<file path="src/rtl/axi_lite_rd_arbiter.sv">
// ---------------------------------------------------------------------------
// axi_lite_rd_arbiter
//
// Purpose:
//   Shares the single AXI-lite read port of the data memory between the
//   instruction fetch unit (IFU) and the load/store unit (LSU). Only one read
//   is in flight at a time. Ties are broken round-robin. The grant is held
//   from the AR handshake through the R handshake. Write channels do not pass
//   through this block.
//
// Ports:
//   i_clk, i_rst_n        clock and synchronous active-low reset
//   ifu_ar*/ifu_r*        IFU read master (AR in, R out)
//   lsu_ar*/lsu_r*        LSU read master (AR in, R out)
//   araddr/arvalid/arready, rdata/rresp/rvalid/rready
//                         slave-side AXI-lite read channels
//   o_grant               one-hot owner: bit0 = IFU, bit1 = LSU, 00 = idle
// ---------------------------------------------------------------------------
module axi_lite_rd_arbiter #(
  parameter int ADDR_WIDTH = 32,
  parameter int DATA_WIDTH = 32
) (
  input  logic                  i_clk,
  input  logic                  i_rst_n,
  // IFU read master
  input  logic [ADDR_WIDTH-1:0] ifu_araddr,
  input  logic                  ifu_arvalid,
  output logic                  ifu_arready,
  output logic [DATA_WIDTH-1:0] ifu_rdata,
  output logic [1:0]            ifu_rresp,
  output logic                  ifu_rvalid,
  input  logic                  ifu_rready,
  // LSU read master
  input  logic [ADDR_WIDTH-1:0] lsu_araddr,
  input  logic                  lsu_arvalid,
  output logic                  lsu_arready,
  output logic [DATA_WIDTH-1:0] lsu_rdata,
  output logic [1:0]            lsu_rresp,
  output logic                  lsu_rvalid,
  input  logic                  lsu_rready,
  // Slave side
  output logic [ADDR_WIDTH-1:0] araddr,
  output logic                  arvalid,
  input  logic                  arready,
  input  logic [DATA_WIDTH-1:0] rdata,
  input  logic [1:0]            rresp,
  input  logic                  rvalid,
  output logic                  rready,
  // Current owner
  output logic [1:0]            o_grant
);

  typedef enum logic [2:0] {
    IDLE   = 3'd0,
    AR_IFU = 3'd1,
    R_IFU  = 3'd2,
    AR_LSU = 3'd3,
    R_LSU  = 3'd4
  } state_e;

  state_e state_q, state_d;
  // Owner of the most recent AR handshake: 0 = IFU, 1 = LSU.
  logic   last_grant_q, last_grant_d;

  // -------------------------------------------------------------------------
  // State register
  // -------------------------------------------------------------------------
  always_ff @(posedge i_clk) begin
    if (!i_rst_n) begin
      state_q      <= IDLE;
      last_grant_q <= 1'b0;
    end else begin
      state_q      <= state_d;
      last_grant_q <= last_grant_d;
    end
  end

  // -------------------------------------------------------------------------
  // Next-state logic
  // -------------------------------------------------------------------------
  always_comb begin
    state_d      = state_q;
    last_grant_d = last_grant_q;
    unique case (state_q)
      IDLE: begin
        if (ifu_arvalid && lsu_arvalid) begin
          // Tie: favour whichever master did not win last time.
          state_d = last_grant_q ? AR_IFU : AR_LSU;
        end else if (ifu_arvalid) begin
          state_d = AR_IFU;
        end else if (lsu_arvalid) begin
          state_d = AR_LSU;
        end
      end
      AR_IFU: begin
        // A master dropping arvalid here simply parks the arbiter in AR_IFU.
        if (ifu_arvalid && arready) begin
          state_d      = R_IFU;
          last_grant_d = 1'b0;
        end
      end
      R_IFU: begin
        if (rvalid && ifu_rready) state_d = IDLE;
      end
      AR_LSU: begin
        if (lsu_arvalid && arready) begin
          state_d      = R_LSU;
          last_grant_d = 1'b1;
        end
      end
      R_LSU: begin
        if (rvalid && lsu_rready) state_d = IDLE;
      end
      default: state_d = IDLE;
    endcase
  end

  // -------------------------------------------------------------------------
  // Output decode: every output is a function of state plus the pass-through
  // signals of the current owner, so nothing leaks while idle.
  // -------------------------------------------------------------------------
  always_comb begin
    araddr      = '0;
    arvalid     = 1'b0;
    rready      = 1'b0;
    ifu_arready = 1'b0;
    ifu_rdata   = '0;
    ifu_rresp   = 2'b00;
    ifu_rvalid  = 1'b0;
    lsu_arready = 1'b0;
    lsu_rdata   = '0;
    lsu_rresp   = 2'b00;
    lsu_rvalid  = 1'b0;
    o_grant     = 2'b00;
    unique case (state_q)
      AR_IFU: begin
        araddr      = ifu_araddr;
        arvalid     = ifu_arvalid;
        ifu_arready = arready;
        o_grant     = 2'b01;
      end
      R_IFU: begin
        ifu_rdata  = rdata;
        ifu_rresp  = rresp;
        ifu_rvalid = rvalid;
        rready     = ifu_rready;
        o_grant    = 2'b01;
      end
      AR_LSU: begin
        araddr      = lsu_araddr;
        arvalid     = lsu_arvalid;
        lsu_arready = arready;
        o_grant     = 2'b10;
      end
      R_LSU: begin
        lsu_rdata  = rdata;
        lsu_rresp  = rresp;
        lsu_rvalid = rvalid;
        rready     = lsu_rready;
        o_grant    = 2'b10;
      end
      default: ;
    endcase
  end

endmodule

</file>
<file path="config.mk">
export PLATFORM = sky130hd
export DESIGN_NAME = axi_lite_rd_arbiter
export DESIGN_NICKNAME = d
export VERILOG_FILES = /design/src/rtl/axi_lite_rd_arbiter.sv
export SDC_FILE = /design/constraint.sdc
export NUM_CORES = 1
export LEC_CHECK = 0
export ABC_AREA = 1
export CAP_MARGIN = 20
export CORE_AREA = 2 2 82 84
export CTS_CLUSTER_DIAMETER = 100
export DETAILED_ROUTE_END_ITERATION = 8
export DIE_AREA = 0 0 84 86
export PLACE_DENSITY = 0.82
export RECOVER_POWER = 25
export SKIP_LAST_GASP = 1
export SLEW_MARGIN = 10
export SYNTH_ARGS = -nofsm -noshare
export SYNTH_HDL_FRONTEND = slang
export SYNTH_SLANG_ARGS = --single-unit
export TNS_END_PERCENT = 50
</file>
<file path="constraint.sdc">
create_clock -name i_clk -period 1.87 [get_ports i_clk]
set_input_delay 0.4675 -clock i_clk [delete_from_list [all_inputs] [get_ports i_clk]]
set_output_delay 0.4675 -clock i_clk [all_outputs]
set_load 0.1 [all_outputs]
</file>
==> reports/qor.yml, run 1 <==
async_flop_share: 0
syn_inst: 209
postSynthAreaPerCell_um2: 5.52
ys_ff_latch: 4
drc: 0
fin_area_um2: 5580
p_clk_frac: 0.020
num_antenna_cells: 0
grt.total_usage: 0.240
tns_ns: -2.08
dpl.hpwl_mm: 7.51
instances_no_fill: 523
cts_buffer_depth: 2
yosys-top-cells-area: "nor2_1 25%, a22o_2 16%, inv_1 14%, a22o_1 9.9%, dfxtp_1 6.9%"
routed.top_layer: "met4"
synth_cell_types: 17
drtIter0Drc: 57
ys_warn_count: 0
detail_route.wl_per_cell_um: 20.0
synthMuxAreaShare: 0
drv_cap: 0
relSlewSlack: 0.843
synth_top_family_by_area: "simple AND/OR/NAND/NOR gates"
worst_slack_ns: -0.0867
clockRootBuffer: "clkbuf_8"
synth-simple-area-share: 0.401
whs_ns: 0.525
dp_cells: 506
synth_top_area_share: 0.247
fillers: 261
max_freq_mhz: 511
row_count: 29
clk_latency_ns: 0.21
yosysTopAreaCell: "nor2_1"
fp.dieW_um: 84
drive_gt1_frac: 0.594
grt_pass1_wl_mm: 13.8
slew_violations: 0
cts_tree: "done"
die_h_um: 86
utilization: 0.889
multiInputGateArea_um2: 1510
grt_max_degree: 33
tightest_slew_ns: 0.236
drt-met1-wl_mm: 3.33
dieArea_um2: 7220
num_vias: 2452
rsz0062_at_grt: "true"
first_global_vias: 2742
syn_to_final_growth_pct: 384
fin_worst_skew_ns: 0.000207
htreeDepth: 1
via_per_inst: 4.69
violations: "negative setup slack"
gr-total-overflow: 0
cts.sinks: 4
cp.required_ns: 1.40
outcome: "complete, but fails checks"
place_congestion: 0.784
ys_seq_area_frac: 0.0694
p_int_mw: 3.47
drt_pass1_iterations: 4
synthAdderAreaFrac: 0
core_um2: 6280
switchingPower_mw: 5.60
pin_count: 214
syn_area_um2: 1150
min_period_over_period: 1.05
syn-num-nets: 315
clk_pin_slew_ns: 0.03
synth-compound-area-share: 0.285
powerDensity_nw_per_um2: 1630
synth_flop_cell: "dfxtp_1"
ant_nets: 0
place_area_um2: 5060
peakVddDrop_uv: 1350
wl_met2_mm: 6.25
pwr-share-comb: 0.963
netSwitchingFraction: 0.617
fin_crit_ns: 1.96
worst_setup_path_end_kind: "output pin"
hold_viol: 0
hold_buffers: 0
final_nets: 554
setup_violations: 40
seqPwrFrac: 0.017
met3_length_um: 574
synthMostInstantiatedCell: "nor2_1"
worst-path-max-fanout: 8
synthXorXnorAreaFrac: 0
initial_core_util: 0.184
finalWirelength_mm: 10.4
netlist_top_cells_count: "76 x nor2_1, 44 x inv_1, 19 x a22o_2, 16 x nand2_1, 13 x a22o_1"
antenna_found_initial: 0
cts_buffers: 3
cp.arrival_ns: 1.49
power_leakage_nw: 2.40
io_buffers: 213
hold_class: "reg2reg"
cp-start-kind: "flop"
crit_type: "reg2out"
synth_edf_count: 0
register_area_um2: 86.3
==> through the flow <==
stage / setup WS, ns / power, mW
2_1_floorplan: -0.267 / 5.24
3_3_place_gp: 0.0273 / 8.06
3_5_place_dp: 0.0153 / 8.15
4_1_cts: -0.111 / 8.51
5_1_grt: -0.126 / 9.27
6_report: -0.0867 / 9.07
==> flip-flops by register name (all words and copies together) (netlist names) <==
name and flops:
last_grant_q 1, state_q 3
==> power groups by stage <==
| stage | Sequential, mW | Combinational, mW | Clock (mW) |
|---|---|---|---|
| 6_report | 0.153 | 8.74 | 0.179 |
| 4_1_cts | 0.143 | 8.19 | 0.182 |
| 3_5_place_dp | 0.138 | 8.01 | 0 |
| 5_1_grt | 0.155 | 8.93 | 0.190 |
| 2_1_floorplan | 0.138 | 5.10 | 0 |
| 3_3_place_gp | 0.137 | 7.92 | 0 |
==> path summary, 6_finish.rpt <==
path              slack (ns)           end  cells past startpoint    startpoint
hold reg to reg         0.53  last_grant_q                      2  last_grant_q
setup / recovery       -0.09     araddr[0]                      7    state_q[1]
hold / removal          0.53  last_grant_q                      2  last_grant_q
setup reg to reg        0.40  last_grant_q                      9    state_q[0]
==> layout make-up <==
cell class	count	area share
multi-input cells	146	0.271
clock buffers	3	0.00740
well taps	77	0.0173
repair buffers	246	0.653
inverters	47	0.0352
flip-flops and latches	4	0.0155
==> cell families after synthesis <==
| group | after synthesis |
|---|---|
| buffers and inverters | 59 |
| AND/OR/NAND/NOR | 109 |
| AO/OA/AOI/OAI | 37 |
| flip-flops | 4 |
==> placed cells by master (no fill, tap or decap), types with 2 or more instances in the layout <==
| cell type | netlist | routed |
|---|---|---|
| clkbuf_16 | 0 | 6 |
| nand2_4 | 2 | 5 |
| nand2_2 | 2 | 2 |
| nand3_1 | 7 | 7 |
| nor2_2 | 4 | 16 |
| a22o_2 | 19 | 2 |
| nor2_4 | 2 | 61 |
| buf_12 | 0 | 110 |
| inv_2 | 3 | 2 |
| nor2_1 | 76 | 5 |
| inv_1 | 44 | 42 |
| a22o_4 | 0 | 27 |
| nand2_1 | 16 | 13 |
| clkdlybuf4s50_1 | 0 | 104 |
| clkbuf_8 | 3 | 3 |
| a21oi_1 | 3 | 3 |
| buf_8 | 0 | 3 |
| dfxtp_2 | 0 | 2 |
| buf_4 | 0 | 16 |
| a22o_1 | 13 | 3 |
| buf_6 | 3 | 4 |
==> worst max-delay path, stage by stage (launching register included) <==
cell	delay [ns]
dfxtp_2	0.35
inv_2	0.06
buf_6	0.12
nand2_4	0.08
inv_6	0.05
clkbuf_16	0.16
a22o_4	0.28
buf_12	0.17
==> metal layers <==
layer | up-vias | track usage
met3 | 26 | 0.0606
li1 | 1131 | -
met2 | 125 | 0.506
met1 | 1170 | 0.219
met4 | 0 | 0.0777
met5 | - | 0
==> timing repair <==
item                       in CTS  in global routing
buffers inserted                3                  3
cloned                          1                  7
resized for setup              12                 35
setup endpoints to repair     100                 73
pin swaps                       5                 19
Power figures use the tool's default switching activity.
==> inputs of run 2 (changes only) <==
CTS_CLUSTER_SIZE = 16   (was unset)
==> results of run 2 <==
Same layout as run 1: the final DEF is identical, and so are final timing and power.
==> inputs of run 3 (changes only) <==
CORE_AREA = 2 2 83 85   (was 2 2 82 84)
CTS_CLUSTER_SIZE = unset   (was 16)
DIE_AREA = 0 0 85 87   (was 0 0 84 86)
PLACE_DENSITY = unset   (was 0.82)
PLACE_DENSITY_LB_ADDON = 0.12   (was unset)
clock period = 2.4 ns   (was 1.87 ns; I/O delays follow)
==> reports/qor.yml, run 3 (synthesis gave the netlist of run 1 again) <==
layout_common_cells: "104 x clkdlybuf4s50_1, 88 x buf_12, 77 x nor2_1, 44 x inv_1, 24 x clkbuf_4"
fp.dieW_um: 85
worst-path-buf-inv: 4
max_freq_mhz: 441
min_period_over_period: 0.944
dpl.hpwl_mm: 6.73
cts_tree: "done"
worst_slack_ns: 0.134
drt_pass1_iterations: 4
cts.sinks: 4
finalWirelength_mm: 7.70
clk_latency_ns: 0.22
slowest_stage: "dfxtp_1"
clk_pin_slew_ns: 0.03
largest_reg_flops: 3
cp.required_ns: 1.80
ant_nets: 0
cts_buffers: 3
drtIter0Drc: 52
worst_setup_path_end_kind: "output pin"
crit_type: "reg2out"
p_clk_frac: 0.023
grt_pass1_wl_mm: 11.4
grt.total_usage: 0.194
whs_ns: 0.463
htreeDepth: 1
switchingPower_mw: 3.87
seqPwrFrac: 0.019
rsz0062_at_grt: "false"
hold_depth: 2
critPathMaxStageDelay_ns: 0.29
post_cts_buffers: 0
slew_violations: 0
fin_worst_skew_ns: 0.000217
worst-r2r-cell-count: 7
antenna_found_initial: 0
core_um2: 6570
detail_route.wl_per_cell_um: 15.5
grt_max_degree: 37
first_global_vias: 2220
path_depth: 7
peakVddDrop_uv: 944
via_per_inst: 4.36
fin_crit_ns: 2.27
p_int_mw: 2.11
initial_core_util: 0.176
num_vias: 2170
num_antenna_cells: 0
dp_cells: 495
fin_area_um2: 4190
syn_to_final_growth_pct: 263
final_nets: 526
powerDensity_nw_per_um2: 1430
place_congestion: 0.800
drv_cap: 0
pwr-share-comb: 0.958
die_h_um: 87
power_leakage_nw: 1.96
cp.arrival_ns: 1.67
place_ws_ns: 0.218
drive_gt1_frac: 0.354
gr-total-overflow: 0
top_register: "state_q"
critPathTopFamily: "buffers and inverters"
setup_violations: 0
hold_class: "reg2reg"
largestRegisters: "state_q (3), last_grant_q (1)"
netSwitchingFraction: 0.647
worst-path-max-fanout: 24
outcome: "complete, no violations"
row_count: 30
finalPower_mw: 5.98
hold_viol: 0
hold_buffers: 0
crit_chain: "inv_1 -> nor2_4 -> nand2_4 -> clkinv_2 -> buf_12 -> a22o_2 -> buf_12"
place_area_um2: 4440
dieArea_um2: 7400
relSlewSlack: 0.718
drc: 0
cp-start-kind: "flop"
io_buffers: 213
cts_resized: 0
tightest_slew_ns: 0.423
instances_no_fill: 498
clockRootBuffer: "clkbuf_8"
final_common_cell: "clkdlybuf4s50_1"
pin_count: 214
cts_buffer_depth: 2
cp_common_cell: "buf_12"
-- run 3: worst paths after layout --
path / end / slack, ns / from
min: last_grant_q / 0.46 / last_grant_q
min reg2reg: last_grant_q / 0.46 / last_grant_q
max reg2reg: last_grant_q / 1.06 / state_q[0]
max: araddr[5] / 0.13 / state_q[0]
-- run 3: worst reg2reg max path, stage by stage (launching register included) --
cell and delay [ns]:
dfxtp_1 0.31, inv_1 0.11, nor2_4 0.18, nand2_4 0.09, clkinv_2 0.16, buf_12 0.19
nand2_1 0.08, a21oi_1 0.15
-- run 3: final cells by class --
class | instances | area [um2]
timing repair buffer | 218 | 3000
fill | 543 | 2380
inverter | 47 | 178
sequential | 4 | 81.3
clock buffer | 3 | 41.3
tap | 80 | 100
multi-input combinational | 146 | 785
-- run 3: layer usage --
metal  global-route usage  part of all wire
met1                0.182              0.31
met3               0.0588             0.095
met2                0.399              0.56
met4               0.0563             0.034
met5                    0                 0
-- run 3: metrics by stage --
step / util / TNS (ns)
2_1_floorplan: - / -23.38
5_1_grt: 0.637 / 0
6_report: 0.637 / 0
3_3_place_gp: 0.675 / 0
4_1_cts: 0.682 / 0
3_5_place_dp: 0.675 / 0
-- run 3: power by group through the flow --
stage | registers [mW] | clock network (mW) | logic [mW]
floorplan | 0.107 | 0 | 3.68
global placement | 0.111 | 0 | 5.84
detailed placement | 0.111 | 0 | 5.86
CTS | 0.110 | 0.143 | 5.87
global route | 0.113 | 0.149 | 5.89
finish | 0.111 | 0.140 | 5.73
